$ cat config.mk
export PLATFORM = sky130hd
export DESIGN_NAME = demux_1x8_deser
export DESIGN_NICKNAME = d
export VERILOG_FILES = /design/src/rtl/proc_pkg.sv /design/src/rtl/decoder_3x8.sv /design/src/rtl/demux_1x8_deser.sv
export SDC_FILE = /design/constraint.sdc
export NUM_CORES = 1
export LEC_CHECK = 0
export ABC_AREA = 1
export BUFFER_PORTS_ARGS = -buffer_cell sky130_fd_sc_hd__buf_2
export CAP_MARGIN = 10
export CORE_UTILIZATION = 45
export CTS_BUF_LIST = sky130_fd_sc_hd__clkbuf_4 sky130_fd_sc_hd__clkbuf_8 sky130_fd_sc_hd__clkbuf_16
export DETAILED_ROUTE_END_ITERATION = 12
export HOLD_SLACK_MARGIN = 0.12
export PLACE_DENSITY = 0.72
export SETUP_SLACK_MARGIN = 0.4
export SYNTH_ARGS = -nofsm -noshare
export SYNTH_HDL_FRONTEND = slang
export SYNTH_SLANG_ARGS = --single-unit
export TNS_END_PERCENT = 5
$ cat constraint.sdc
create_clock -name clk -period 2.6 [get_ports clk]
set_clock_uncertainty 0.2 [all_clocks]
set_input_delay 0.39 -clock clk [delete_from_list [all_inputs] [get_ports clk]]
set_output_delay 0.39 -clock clk [all_outputs]
set_load 0.01 [all_outputs]
$ cat src/rtl/proc_pkg.sv
// Shared definitions for the 1x8 serial-to-parallel demultiplexer.
//   SLOT_W / SLOTS : slot counter width and slot count
//   state_e        : FSM state encoding (StParity only used when
//                    DEMUX_1X8_DESER_PARITY_EN is defined)
//   bit_pos()      : maps a slot index to an assembly-register bit position
package proc_pkg;

    localparam int unsigned SLOT_W = 3;
    localparam int unsigned SLOTS  = 8;

    typedef enum logic {
        StCollect = 1'b0,
        StParity  = 1'b1
    } state_e;

    // MSB-first streams fill the byte from bit 7 downwards.
    function automatic logic [SLOT_W-1:0] bit_pos(input logic [SLOT_W-1:0] slot,
                                                  input logic              msb_first);
        return msb_first ? (3'd7 - slot) : slot;
    endfunction

endpackage

$ cat src/rtl/decoder_3x8.sv
// One-hot slot write-enable decoder (structural mirror of the 8:1 select).
//   en_i     : accept strobe; all enables low when deasserted
//   sel_i    : bit position to write
//   onehot_o : per-bit write enables of the assembly register
module decoder_3x8
    import proc_pkg::*;
(
    input  logic              en_i,
    input  logic [SLOT_W-1:0] sel_i,
    output logic [SLOTS-1:0]  onehot_o
);

    always_comb begin
        onehot_o = '0;
        if (en_i) begin
            onehot_o[sel_i] = 1'b1;
        end
    end

endmodule

$ cat src/rtl/demux_1x8_deser.sv
// Serial-to-parallel demultiplexer with a one-entry valid/ready holding register.
//   clk, reset             : clock, synchronous active-high reset
//   bit_in/valid/ready     : serial input handshake; frame_start marks first bit
//   word_out/valid/ready   : assembled byte output handshake
//   slot_sel               : current slot counter (observe only)
//   frame_drop             : one-cycle pulse when a partial byte is discarded
//   parity_err             : only with DEMUX_1X8_DESER_PARITY_EN; even-parity error
//                            flag registered alongside word_out
module demux_1x8_deser
    import proc_pkg::*;
#(
    parameter bit          MSB_FIRST = 1'b0,
    parameter int unsigned SLOTS     = 8
) (
    input  logic       clk,
    input  logic       reset,
    input  logic       bit_in,
    input  logic       bit_valid,
    output logic       bit_ready,
    input  logic       frame_start,
    output logic [7:0] word_out,
    output logic       word_valid,
    input  logic       word_ready,
    output logic [2:0] slot_sel,
`ifdef DEMUX_1X8_DESER_PARITY_EN
    output logic       parity_err,
`endif
    output logic       frame_drop
);

    localparam int unsigned LastSlotI = SLOTS - 1;
    localparam logic [2:0]  LastSlot  = LastSlotI[2:0];

    state_e     state_q, state_d;
    logic [2:0] slot_q, slot_d;
    logic [7:0] asm_q, asm_d;
    logic [7:0] word_q, word_d;
    logic       valid_q, valid_d;
    logic       drop_q, drop_d;
`ifdef DEMUX_1X8_DESER_PARITY_EN
    logic       perr_q, perr_d;
`endif

    logic       stall, accept, pop, dec_en;
    logic [2:0] wr_pos;
    logic [7:0] wr_en, asm_base, asm_wr;

    // frame_start never stalls: it opens a new byte rather than completing one.
`ifdef DEMUX_1X8_DESER_PARITY_EN
    assign stall = valid_q && !word_ready && (state_q == StParity) && !(bit_valid && frame_start);
`else
    assign stall = valid_q && !word_ready && (slot_q == LastSlot) && !(bit_valid && frame_start);
`endif
    assign bit_ready = !stall;
    assign accept    = bit_valid && !stall;
    assign pop       = valid_q && word_ready;

    // The parity bit is not a data bit, so it must not hit the assembly register.
    assign dec_en = accept && ((state_q == StCollect) || frame_start);
    assign wr_pos = bit_pos(frame_start ? 3'd0 : slot_q, MSB_FIRST);

    decoder_3x8 u_dec (
        .en_i     (dec_en),
        .sel_i    (wr_pos),
        .onehot_o (wr_en)
    );

    assign asm_base = frame_start ? 8'h00 : asm_q;
    assign asm_wr   = (asm_base & ~wr_en) | (wr_en & {8{bit_in}});

    always_comb begin
        state_d = state_q;
        slot_d  = slot_q;
        asm_d   = asm_q;
        word_d  = word_q;
        valid_d = valid_q && !pop;
        drop_d  = 1'b0;
`ifdef DEMUX_1X8_DESER_PARITY_EN
        perr_d  = perr_q;
`endif
        if (accept) begin
            if (frame_start) begin
                asm_d   = asm_wr;
                slot_d  = 3'd1;
                state_d = StCollect;
                drop_d  = (slot_q != 3'd0) || (state_q == StParity);
`ifdef DEMUX_1X8_DESER_PARITY_EN
            end else if (state_q == StParity) begin
                word_d  = asm_q;
                perr_d  = (^asm_q) ^ bit_in;
                valid_d = 1'b1;
                asm_d   = 8'h00;
                state_d = StCollect;
`endif
            end else begin
                asm_d  = asm_wr;
                slot_d = slot_q + 3'd1;
                if (slot_q == LastSlot) begin
`ifdef DEMUX_1X8_DESER_PARITY_EN
                    state_d = StParity;
`else
                    word_d  = asm_wr;
                    valid_d = 1'b1;
                    asm_d   = 8'h00;
`endif
                end
            end
        end
    end

    always_ff @(posedge clk) begin
        if (reset) begin
            state_q <= StCollect;
            slot_q  <= 3'd0;
            asm_q   <= 8'h00;
            word_q  <= 8'h00;
            valid_q <= 1'b0;
            drop_q  <= 1'b0;
`ifdef DEMUX_1X8_DESER_PARITY_EN
            perr_q  <= 1'b0;
`endif
        end else begin
            state_q <= state_d;
            slot_q  <= slot_d;
            asm_q   <= asm_d;
            word_q  <= word_d;
            valid_q <= valid_d;
            drop_q  <= drop_d;
`ifdef DEMUX_1X8_DESER_PARITY_EN
            perr_q  <= perr_d;
`endif
        end
    end

    assign word_out   = word_q;
    assign word_valid = valid_q;
    assign slot_sel   = slot_q;
    assign frame_drop = drop_q;
`ifdef DEMUX_1X8_DESER_PARITY_EN
    assign parity_err = perr_q;
`endif

endmodule

==> metrics.cfg <==
[status]
outcome=finished, final reports clean

[clock_network]
clk_latency_ns=0.31
htreeDepth=1
root_buffer=clkbuf_4
cts_buffers=3
cts_resized=2
cts_setup_buffers=0
cts.sinks=21
cts_buffer_depth=2
hold_buffers=0
tritoncts=done
clkSlewWorstSetupHoldPaths_ns=0.12

[placement]
globalplace.congestion=0.763
dpl.hpwl_mm=1.71
place_area_um2=1220
portBuffers=19

[sta]
setup_viol=0
hold_viol_final=0
rsz0062_at_grt=false
min_period_ns=2.11
slew_headroom=0.568
max_freq_mhz=475
tns_ns=0
slew_viol_final=0
hold_ws_ns=0.154
final_min_period_over_clock_period=0.810
worstMarginPinSlew_ns=0.644

[die]
rows=17
die-area_um2=2680
fp.dieH_um=51.8
coreArea_um2=2280
initial_utilization=0.490
fp.dieW_um=51.8
io_pins=20

[global_route]
antenna_found_initial=0
grt_pass1_wl_mm=4.17
grt_overflow=0
track_usage=0.210
grt_pass1_vias=1007
grt_max_degree=22

[power_and_ir_drop]
swShare=0.271
seqPwrFrac=0.604
intPower_mw=0.398
switchingPower_mw=0.148
clockPowerShare=0.300
p_leak_nw=0.588
p_total_mw=0.546
ir_drop_mv=0.277
p_comb_frac=0.096
p_per_area_nw_per_um2=434

[final_layout]
drive_above_1_share=0.164
fin_nets=205
diodes=0
syn_to_final_growth_pct=12.8
fin_area_um2=1260

[detailed_routing]
route.detailed.drc=0
ant_nets=0
vias=1102
post_drt_wl_per_cell_um=10.9
finalWirelength_mm=2.43
drt-initial-drc-count=28
drt_first_pass_iters=4
vias_per_cell=4.94

[synth]
yosys_warnings=0
synth_edf_count=0
synth_area_leaders=dfxtp_1 38%, nand2_1 22%, nand3_1 9.4%, a21oi_1 8.5%, inv_1 7.7%
ys_seq_elements=21
yosysTopAreaCell=dfxtp_1
avgSynthCellArea_um2=6.33
yosysMostFrequentCell=nand2_1
async_flop_share=0
synth_area_um2=1110
synth_top_cell_area_share=0.377
synth_common_cells=64 x nand2_1, 23 x inv_1, 21 x dfxtp_1, 21 x nand3_1, 19 x a21oi_1
synth_flop_cell=dfxtp_1
synth_fp_nets=185
synthesis.instances=176
ys_types=17
seq_area_frac_synth=0.377

[worst_hold_path]
holdPathEnd=frame_drop
hold_path_startpoint=bit_valid
hp-class=primary input to flop
holdPathStages=3

[critical_path]
end_kind=primary output
regToRegSetupSlack_ns=0.64
crit_path_start_kind=flop
arrival_ns=1.52
worstReg2RegStart=slot_sel[0]
r2r_cells=11
crit_type=flop to primary output
r2r_end=word_out[4]
cp.required_ns=2.01
path_max_fanout=7

[job]
maxCapViolations=0

power groups by stage:
stage / registers (mW) / logic [mW] / clock network, mW
floorplan: 0.338 / 0.0368 / 0
global placement: 0.337 / 0.0514 / 0
detailed placement: 0.337 / 0.0523 / 0
CTS: 0.331 / 0.0524 / 0.172
global route: 0.331 / 0.0582 / 0.183
finish: 0.330 / 0.0523 / 0.164
kinds of logic (layout without fill, tap and decap cells):
family                     after synthesis  count (layout)  share of synthesized area
AOI/OAI and AO/OA                       22              22                      0.103
adders and majority gates                3               3                     0.0337
buffers and inverters                   32              51                      0.118
DFF                                     21              21                      0.377
and+or+nand+nor                         98              98                      0.368
per-layer routing:
layer	GRT usage	share of wire	vias to the layer above
li1	-	-	583
met1	0.258	0.48	498
met2	0.357	0.48	16
met3	0.0351	0.024	5
met4	0.0946	0.021	0
met5	0	0	-
sequential cells by signal (all words and copies together) (netlist names):
register    cells
asm_q           8
word_valid      1
word_out        8
slot_sel        3
frame_drop      1
stage by stage:
| stage | std cells | setup WS [ns] | utilization |
|---|---|---|---|
| finish | 223 | 0.495 | 0.553 |
| global route | 223 | 0.408 | 0.553 |
| CTS | 223 | 0.448 | 0.550 |
| detailed placement | 219 | 0.585 | 0.537 |
| global placement | 219 | 0.675 | 0.537 |
| floorplan | 176 | 0.804 | - |
critical path, cell delays in order, from the launching register on:
cell and delay (ns):
dfxtp_4 0.41, ha_1 0.16, ha_1 0.20, nand2_1 0.09, nor2_2 0.17, inv_1 0.05, buf_2 0.13
placed cells by master, fill, tap and decap left out, drive strengths merged:
cell    synthesis  layout
nand3          22      22
nor2           12      12
clkinv          1       2
o21ai           1       1
buf             2      20
ha              3       3
inv            26      26
a211oi          2       2
dfxtp          21      21
nand2          64      64
a21oi          19      19
clkbuf          3       3
layout make-up:
type	count	area, um2
Inverter	27	101
Clock inverter	1	5.00
Fill cell	234	1020
Sequential cell	21	428
Timing Repair Buffer	20	103
Multi-Input combinational cell	123	563
Clock buffer	3	22.5
Tap cell	28	35.0
worst max-delay path by stage:
| stage | cells past startpoint | endpoint | startpoint | slack [ns] |
|---|---|---|---|---|
| floorplan | 12 | word_out[6] | slot_sel[0] | 0.80 |
| global placement | 12 | word_out[0] | slot_sel[1] | 0.67 |
| detailed placement | 9 | asm_q[1] | slot_sel[0] | 0.58 |
| CTS | 6 | bit_ready | slot_sel[0] | 0.45 |
| global route | 6 | bit_ready | slot_sel[0] | 0.41 |
| finish | 6 | bit_ready | slot_sel[0] | 0.49 |
Note: power is estimated with default switching activity, not from simulation.
